**src/rtl/gpr_file_scoreboard.sv**
```systemverilog
// gpr_file_scoreboard
// General-purpose register file with PC register and per-register
// pending-write scoreboard for the pipelined core.
//
// Two combinational read ports return register data plus a busy flag. Issue
// reserves a destination by bumping its pending counter. Writeback writes the
// data and releases one reservation. Flush drops every reservation.
//
// Parameters:
//   XLEN      data width of registers and PC
//   NUM_REGS  32 (RV32I) or 16 (RV32E)
//   PEND_W    pending counter width (max 2^PEND_W-1 outstanding writers)
//   BYPASS    1 = writeback data forwarded to the read ports in the same cycle
//   RESET_PC  PC value after reset
//
// Ports:
//   clk, rst_n                    clock, asynchronous active-low reset
//   rs1_index/rs1_data/rs1_busy   read port 1
//   rs2_index/rs2_data/rs2_busy   read port 2
//   issue_valid/issue_rd          reserve a destination register
//   issue_ready                   issue_rd counter not saturated
//   wb_valid/wb_index/wb_data     writeback
//   flush                         clear all pending counters
//   illegal_index                 an in-use index is >= NUM_REGS
//   pc_read_data                  current PC
//   pc_write_data/pc_write_enable PC load
//
// Optional build macro GPR_DEBUG_PORT_EN adds:
//   dbg_index in 5, dbg_data out XLEN (raw content, no bypass),
//   dbg_pending out PEND_W (that register's counter).

module gpr_file_scoreboard #(
    parameter int              XLEN     = 32,
    parameter int              NUM_REGS = 32,
    parameter int              PEND_W   = 2,
    parameter int              BYPASS   = 1,
    parameter logic [XLEN-1:0] RESET_PC = 32'h0
) (
    input  logic              clk,
    input  logic              rst_n,
    input  logic [4:0]        rs1_index,
    output logic [XLEN-1:0]   rs1_data,
    output logic              rs1_busy,
    input  logic [4:0]        rs2_index,
    output logic [XLEN-1:0]   rs2_data,
    output logic              rs2_busy,
    input  logic              issue_valid,
    input  logic [4:0]        issue_rd,
    output logic              issue_ready,
    input  logic              wb_valid,
    input  logic [4:0]        wb_index,
    input  logic [XLEN-1:0]   wb_data,
    input  logic              flush,
    output logic              illegal_index,
    output logic [XLEN-1:0]   pc_read_data,
    input  logic [XLEN-1:0]   pc_write_data,
    input  logic              pc_write_enable
`ifdef GPR_DEBUG_PORT_EN
    ,
    input  logic [4:0]        dbg_index,
    output logic [XLEN-1:0]   dbg_data,
    output logic [PEND_W-1:0] dbg_pending
`endif
);

    localparam logic [5:0]        NREGS6  = 6'(NUM_REGS);
    localparam logic [PEND_W-1:0] CNT_MAX = '1;
    localparam logic [PEND_W-1:0] CNT_ONE = PEND_W'(1);

    function automatic logic in_range(input logic [4:0] idx);
        return {1'b0, idx} < NREGS6;
    endfunction

    // Full 32-entry views. Entries for x0 and for indices beyond NUM_REGS are
    // tied to zero, so every 5-bit index can be used directly and naturally
    // reads as 0 data / 0 pending.
    logic [XLEN-1:0]   reg_view [32];
    logic [PEND_W-1:0] cnt_view [32];

    logic wb_fire;
    logic issue_fire;
    logic rs1_hit;
    logic rs2_hit;

    assign wb_fire = wb_valid && in_range(wb_index) && (wb_index != 5'd0);

    // A saturated counter can still accept an issue when a writeback to the
    // same register releases a slot in the same cycle.
    assign issue_ready = !((cnt_view[issue_rd] == CNT_MAX) &&
                           !(wb_valid && (wb_index == issue_rd)));

    assign issue_fire = issue_valid && issue_ready && !flush &&
                        in_range(issue_rd) && (issue_rd != 5'd0);

    genvar gi;
    generate
        for (gi = 0; gi < 32; gi++) begin : g_reg
            if ((gi != 0) && (gi < NUM_REGS)) begin : g_live
                localparam logic [4:0] IDX = 5'(gi);
                logic [XLEN-1:0]   data_reg;
                logic [PEND_W-1:0] cnt_reg;
                logic              inc;
                logic              dec;

                assign inc = issue_fire && (issue_rd == IDX);
                assign dec = wb_fire && (wb_index == IDX);

                always_ff @(posedge clk or negedge rst_n) begin
                    if (!rst_n) begin
                        data_reg <= '0;
                        cnt_reg  <= '0;
                    end else begin
                        if (dec) begin
                            data_reg <= wb_data;
                        end
                        if (flush) begin
                            cnt_reg <= '0;
                        end else if (inc && !dec) begin
                            cnt_reg <= cnt_reg + CNT_ONE;
                        end else if (dec && !inc && (cnt_reg != '0)) begin
                            cnt_reg <= cnt_reg - CNT_ONE;
                        end
                    end
                end

                assign reg_view[gi] = data_reg;
                assign cnt_view[gi] = cnt_reg;
            end else begin : g_zero
                assign reg_view[gi] = '0;
                assign cnt_view[gi] = '0;
            end
        end
    endgenerate

    // wb_fire already excludes x0 and out-of-range indices, so a hit only
    // ever forwards to a real register.
    assign rs1_hit = (BYPASS != 0) && wb_fire && (wb_index == rs1_index);
    assign rs2_hit = (BYPASS != 0) && wb_fire && (wb_index == rs2_index);

    assign rs1_data = rs1_hit ? wb_data : reg_view[rs1_index];
    assign rs2_data = rs2_hit ? wb_data : reg_view[rs2_index];

    // The last outstanding writer retiring in this cycle is forwarded, so the
    // consumer need not wait for it.
    assign rs1_busy = (cnt_view[rs1_index] != '0) &&
                      !(rs1_hit && (cnt_view[rs1_index] == CNT_ONE));
    assign rs2_busy = (cnt_view[rs2_index] != '0) &&
                      !(rs2_hit && (cnt_view[rs2_index] == CNT_ONE));

    assign illegal_index = !in_range(rs1_index) ||
                           !in_range(rs2_index) ||
                           (issue_valid && !in_range(issue_rd)) ||
                           (wb_valid && !in_range(wb_index));

    logic [XLEN-1:0] pc_reg;

    always_ff @(posedge clk or negedge rst_n) begin
        if (!rst_n) begin
            pc_reg <= RESET_PC;
        end else if (pc_write_enable) begin
            pc_reg <= pc_write_data;
        end
    end

    assign pc_read_data = pc_reg;

`ifdef GPR_DEBUG_PORT_EN
    assign dbg_data    = reg_view[dbg_index];
    assign dbg_pending = cnt_view[dbg_index];
`endif

endmodule

```
**config.mk**
```make
export PLATFORM = sky130hd
export DESIGN_NAME = gpr_file_scoreboard
export DESIGN_NICKNAME = d
export VERILOG_FILES = /design/src/rtl/gpr_file_scoreboard.sv
export SDC_FILE = /design/constraint.sdc
export NUM_CORES = 2
export LEC_CHECK = 0
export BUFFER_PORTS_ARGS = -buffer_cell sky130_fd_sc_hd__buf_2
export CAP_MARGIN = 15
export CELL_PAD_IN_SITES_DETAIL_PLACEMENT = 1
export CELL_PAD_IN_SITES_GLOBAL_PLACEMENT = 2
export CORE_ASPECT_RATIO = 0.8
export CORE_UTILIZATION = 30
export DETAILED_ROUTE_END_ITERATION = 10
export MAX_ROUTING_LAYER = met4
export PLACE_DENSITY_LB_ADDON = 0.12
export SYNTH_ARGS = -nofsm -noshare
export SYNTH_HDL_FRONTEND = slang
export SYNTH_SLANG_ARGS = --single-unit
export TNS_END_PERCENT = 20
```
**constraint.sdc**
```tcl
create_clock -name clk -period 3.2 [get_ports clk]
set_input_delay 0.48 -clock clk [delete_from_list [all_inputs] [get_ports clk]]
set_output_delay 0.48 -clock clk [all_outputs]
set_load 0.03 [all_outputs]
```
### Word-level counts from Yosys, hierarchy flattened

Cells that the tools add are included.

| storage, ports and cells | value |
|---|---|
| bits in registers | 1,086 |
| input port bits | 90 |

| operators by class | value |
|---|---|
| $add $sub $neg | 62 |
| multiplexer cells | 110 |
| bitwise operators | 3 |
| reductions and logical operators | 300 |
| order comparisons | 3 |
| equality and inequality tests | 68 |

Operator list:

| kind | number |
|---|---|
| $bmux W32 S5 | 2 |
| $mux W2 | 99 |
| $mux W32 | 6 |
| $logic_and A1 B1 Y1 | 167 |
| $eq A5 B5 Y1 const B | 32 |
| $reduce_bool A3 Y1 | 31 |
| $eq A5 B4 Y1 const B | 16 |
| $logic_not A1 Y1 | 67 |
| $reduce_bool A2 Y1 | 33 |
| $add A2 B1 Y2 const B | 31 |
| $sub A2 B1 Y2 const B | 31 |
| $eq A5 B3 Y1 const B | 8 |
| $bmux W2 S5 | 3 |
| $eq A5 B2 Y1 const B | 4 |
| $ge A6 B6 Y1 const B | 3 |
| $not A5 Y6 | 3 |
| $eq A5 B5 Y1 | 3 |
| $eq A5 B1 Y1 const B | 2 |
| $reduce_bool A5 Y1 | 2 |
| $eq A2 B1 Y1 const B | 2 |
| $eq A2 B2 Y1 const B | 1 |

### Depth between registers and ports, before layout

| logic depth | value |
|---|---|
| depth after elaboration | 17 |
| gate-level depth with buffers | 12 |

### Worst setup path before layout

Ideal clock, no wire load.

| path | value |
|---|---|
| path type | input to output |
| from | input port rs1_index[0] |
| to | output port rs1_data[10] |
| setup slack | 0.126 ns |
| cell stages on the path | 7 |
| data arrival time | 2.594 ns |
| cell sequence | clkbuf_1 > clkbuf_1 > buf_2 > mux4_2 > mux4_2 > mux2i_1 > o21ai_0 |

| between the ends | value |
|---|---|
| longest elaborated chain between the ends | 5 |
| elaborated cells between the ends (all ways) | 7 |

Ends and longest elaborated chain:

| item | RTL line | source |
|---|---|---|
| start: declaration | 41 | `input logic [4:0] rs1_index,` |
| $not A5 Y6 (not written as such) | 140 | `assign rs1_data = rs1_hit ? wb_data : reg_view[rs1_index];` |
| $bmux W32 S5 | 140 |  |
| $mux W32 (not written as such) (2 in series) | 140 |  |
| $mux W32 (*) | 140 |  |
| end: declaration | 42 | `output logic [XLEN-1:0] rs1_data,` |

Mark *: on every way between the ends. The rest lies on a longest branch, timed or not. The select of a mux whose other input is x is not followed.

### Final worst setup path

| path | value |
|---|---|
| from | input port rs2_index[0] |
| to | output port rs2_data[24] |

| between the ends | value |
|---|---|
| longest elaborated chain between the ends | 5 |
| elaborated cells between the ends (all ways) | 7 |

Ends and longest elaborated chain:

| item | RTL line | source |
|---|---|---|
| start: declaration | 44 | `input logic [4:0] rs2_index,` |
| $not A5 Y6 (not written as such) | 141 | `assign rs2_data = rs2_hit ? wb_data : reg_view[rs2_index];` |
| $bmux W32 S5 | 141 |  |
| $mux W32 (not written as such) (2 in series) | 141 |  |
| $mux W32 (*) | 141 |  |
| end: declaration | 45 | `output logic [XLEN-1:0] rs2_data,` |

Marks and branches as above.

==> qor.csv <==
metric;value;unit
clock period minus worst slack;3270;ps
FF/Latch Area;27200;um2
GP Congestion;0.817;
number of global-route vias before repair;46000;
Worst Hold End;g_reg[1].g_live.data_reg[25];
status;complete, but fails checks;
Die Height;402;um
syn_area_per_cell;12.5;um2
DP HPWL;157000;um
EDFF count, synth;0;
ys async rst share;100;%
Post-Syn Nets;4884;
sequential area share after synthesis;45.2;%
Post-Syn Area;60100;um2
gr usage total;25.9;%
Final setup viols;21;
io pins;190;
residual DRC count;0;
Detail Route Antenna Nets;0;
multi-input logic area;31800;um2
R2R depth;9;
relative slew slack;26.4;%
nets@finish;5207;
RR Endpoint;g_reg[6].g_live.cnt_reg[0];
routed vias;43500;
CP Buf/Inv Count;5;
Max clock buf depth;3;
critical path, cell by cell;buf_8 > buf_12 > buf_12 > buf_4 > mux4_2 > mux4_2 > mux2i_1 > a21oi_1 > buf_2;
crit path max fanout;13;
MaxCap Viol Count;0;
Post-Syn Instances;4794;
clk_skew;20.8;ps
Hold Fails Final Rpt;0;
Worst EP arrival;2790;ps
clock slew at reported path FFs;60;ps
H-tree depth;4;
area grow syn2layout;22.3;%
Sum Neg Setup Slack;-457;ps
Slew @ Worst Pin;1100;ps
Root Buffer;clkbuf_16;
global route overflow;0;
worst path required time;2720;ps
power per cell area;603;nW/um2
CP max stage cell;mux4_2;
final slew viol count;0;
max reg flops;992;
critical path start-end classification;in -> out;
most frequent cells in the layout;nand2_1, dfrtp_1, mux2_2;
Worst path depth;9;
Via density;5.52;
R2R Setup Slk;510;ps
Core Area;199000;um2
worst flop-to-flop path startpoint;g_reg[12].g_live.cnt_reg[1];
TritonCTS Buffers;136;
slowest stage delay, CP;510;ps
Avg WL per Cell;31.7;um
chip width;502;um
fin util;37.0;%
die area;202000;um2
Top FF cell, synth;dfrtp_1;
final period utilization;102;%
initial antenna violation count;10;
Fill cells;20800;
CTS sink cnt;1086;
Top Family by Delay on Critical Path;multiplexers;
count of cell types in the netlist;63;
Hold Crit Depth;2;
Pre-Repair DR Iteration Count;5;
Starting Density;30.3;%
clock tree from TritonCTS;yes;
f_max;0.306;GHz
Yosys reg bits;1086;
Post-Route WL;250000;um
min-delay src;wb_data[25];
Max VDD drop;0.663;mV
startpoint types;input pin;
worst skew pair latency;800;ps
critical path capture point type;output pin;
largest net degree at the start of global routing;97;
yosys warns;0;
port bufs;188;
post-route setup slack;-66.4;ps
LEAKAGE;0.0327;uW
share of layout cells above drive strength 1;44.6;%
row cnt;146;
First DRT Iteration DRCs;3490;
first-pass GRT wire length;363000;um
RSZ-0062 raised after global routing;true;
Hold WC Path Type;in -> reg;
violated checks;negative setup slack;
Min Hold Slack;78.4;ps
commonest non-fill, non-tap cell in the layout;nand2_1;
[metal layers]
metal  global-route usage (%)  vias up  wire [um]  share of wire (%)
met5                        -        -          0                  0
met4                     5.76        0       5520                2.2
met3                     3.40      286      10900                4.3
met2                     38.3     1050     113000                 45
met1                     37.8    24000     121000                 48
li1                         -    18200          -                  -
[cell usage after synthesis (3+ instances only)]
master    instances  area (um2)
o31ai_1           5        37.5
a311oi_1         19         166
a21o_1           10        75.1
o41ai_1           3        26.3
buf_4             3        22.5
o21bai_1          6        45.0
mux2_2          717        8070
nand2_1        1236        4640
dfrtp_1        1086       27200
o211ai_1          5        37.5
a31oi_1          16         100
and2_1            8        50.1
or4_1             5        37.5
nor2b_1          14        87.6
mux4_2          613       13800
o21ai_0          68         340
o31a_1            4        35.0
buf_1            53         199
nor2_1           89         334
clkbuf_1        325        1220
nor3_1           19        95.1
nand3_1          30         150
xor2_1           13         114
mux2i_1          73         731
nand4_1           9        56.3
xnor2_1          25         219
o32ai_1           5        43.8
a211oi_1          6        45.0
nor3b_1          11        82.6
nor4_1            4        25.0
nand2b_1         13        81.3
buf_6             6        67.6
a22o_1           67         587
inv_1            19        71.3
a21oi_1          86         430
and2_4            4        35.0
or3_1             3        18.8
or2_2             5        31.3
buf_2            79         395
[logic make-up (layout without fill, tap and decap cells)]
group,count (synthesis),in the layout,synth area share [%]
AO/OA/AOI/OAI,319,319,3.60
XOR/XNOR,38,38,0.554
buffers and inverters,485,911,3.29
flip-flops,1086,1086,45.2
multiplexers,1405,1405,37.7
other,1,5,0.00624
AND/OR/NAND/NOR,1460,1460,9.68
[where the power goes]
part	leakage, uW	internal, uW	switching, uW
combinational	0.0165	5550	4450
clock	0.00224	9540	6660
sequential	0.0139	16200	1930
[final cells by class]
type	instances	share of cell area [%]
Tap cell	2664	4.53
Multi-Input combinational cell	3223	43.2
Antenna cell	4	0.0136
Timing Repair Buffer	651	8.89
Clock buffer	199	5.40
Sequential cell	1086	37.0
Inverter	19	0.0970
Clock inverter	42	0.859
[worst max-delay path by stage]
stage,startpoint,to,slack (ps)
floorplan,rs1_index[0],rs1_data[10],130
finish,rs2_index[0],rs2_data[24],-70
global placement,rs1_index[0],rs1_data[7],-310
detailed placement,rs1_index[0],rs1_data[7],-240
CTS,g_reg[27].g_live.data_reg[19],rs2_data[19],-170
global route,g_reg[31].g_live.data_reg[12],rs1_data[12],-160
[timing repair]
action,4_1_cts,5_1_grt
pin swaps,19,12
resized for setup,192,68
endpoints found under the setup margin,67,67
buffers inserted,15,5
endpoints found under the hold margin,63,0
hold buffers,35,0
[per-stage QoR]
stage / cells / power, uW / area [um2] / setup slack, ps
finish: 7888 / 44300 / 73500 / -66.4
global route: 7888 / 46300 / 73500 / -156
global placement: 7592 / 27600 / 67700 / -308
floorplan: 4794 / 24200 / 60100 / 126
detailed placement: 7592 / 27900 / 67700 / -244
CTS: 7882 / 44700 / 73200 / -172
(Power assumes the default switching activity.)
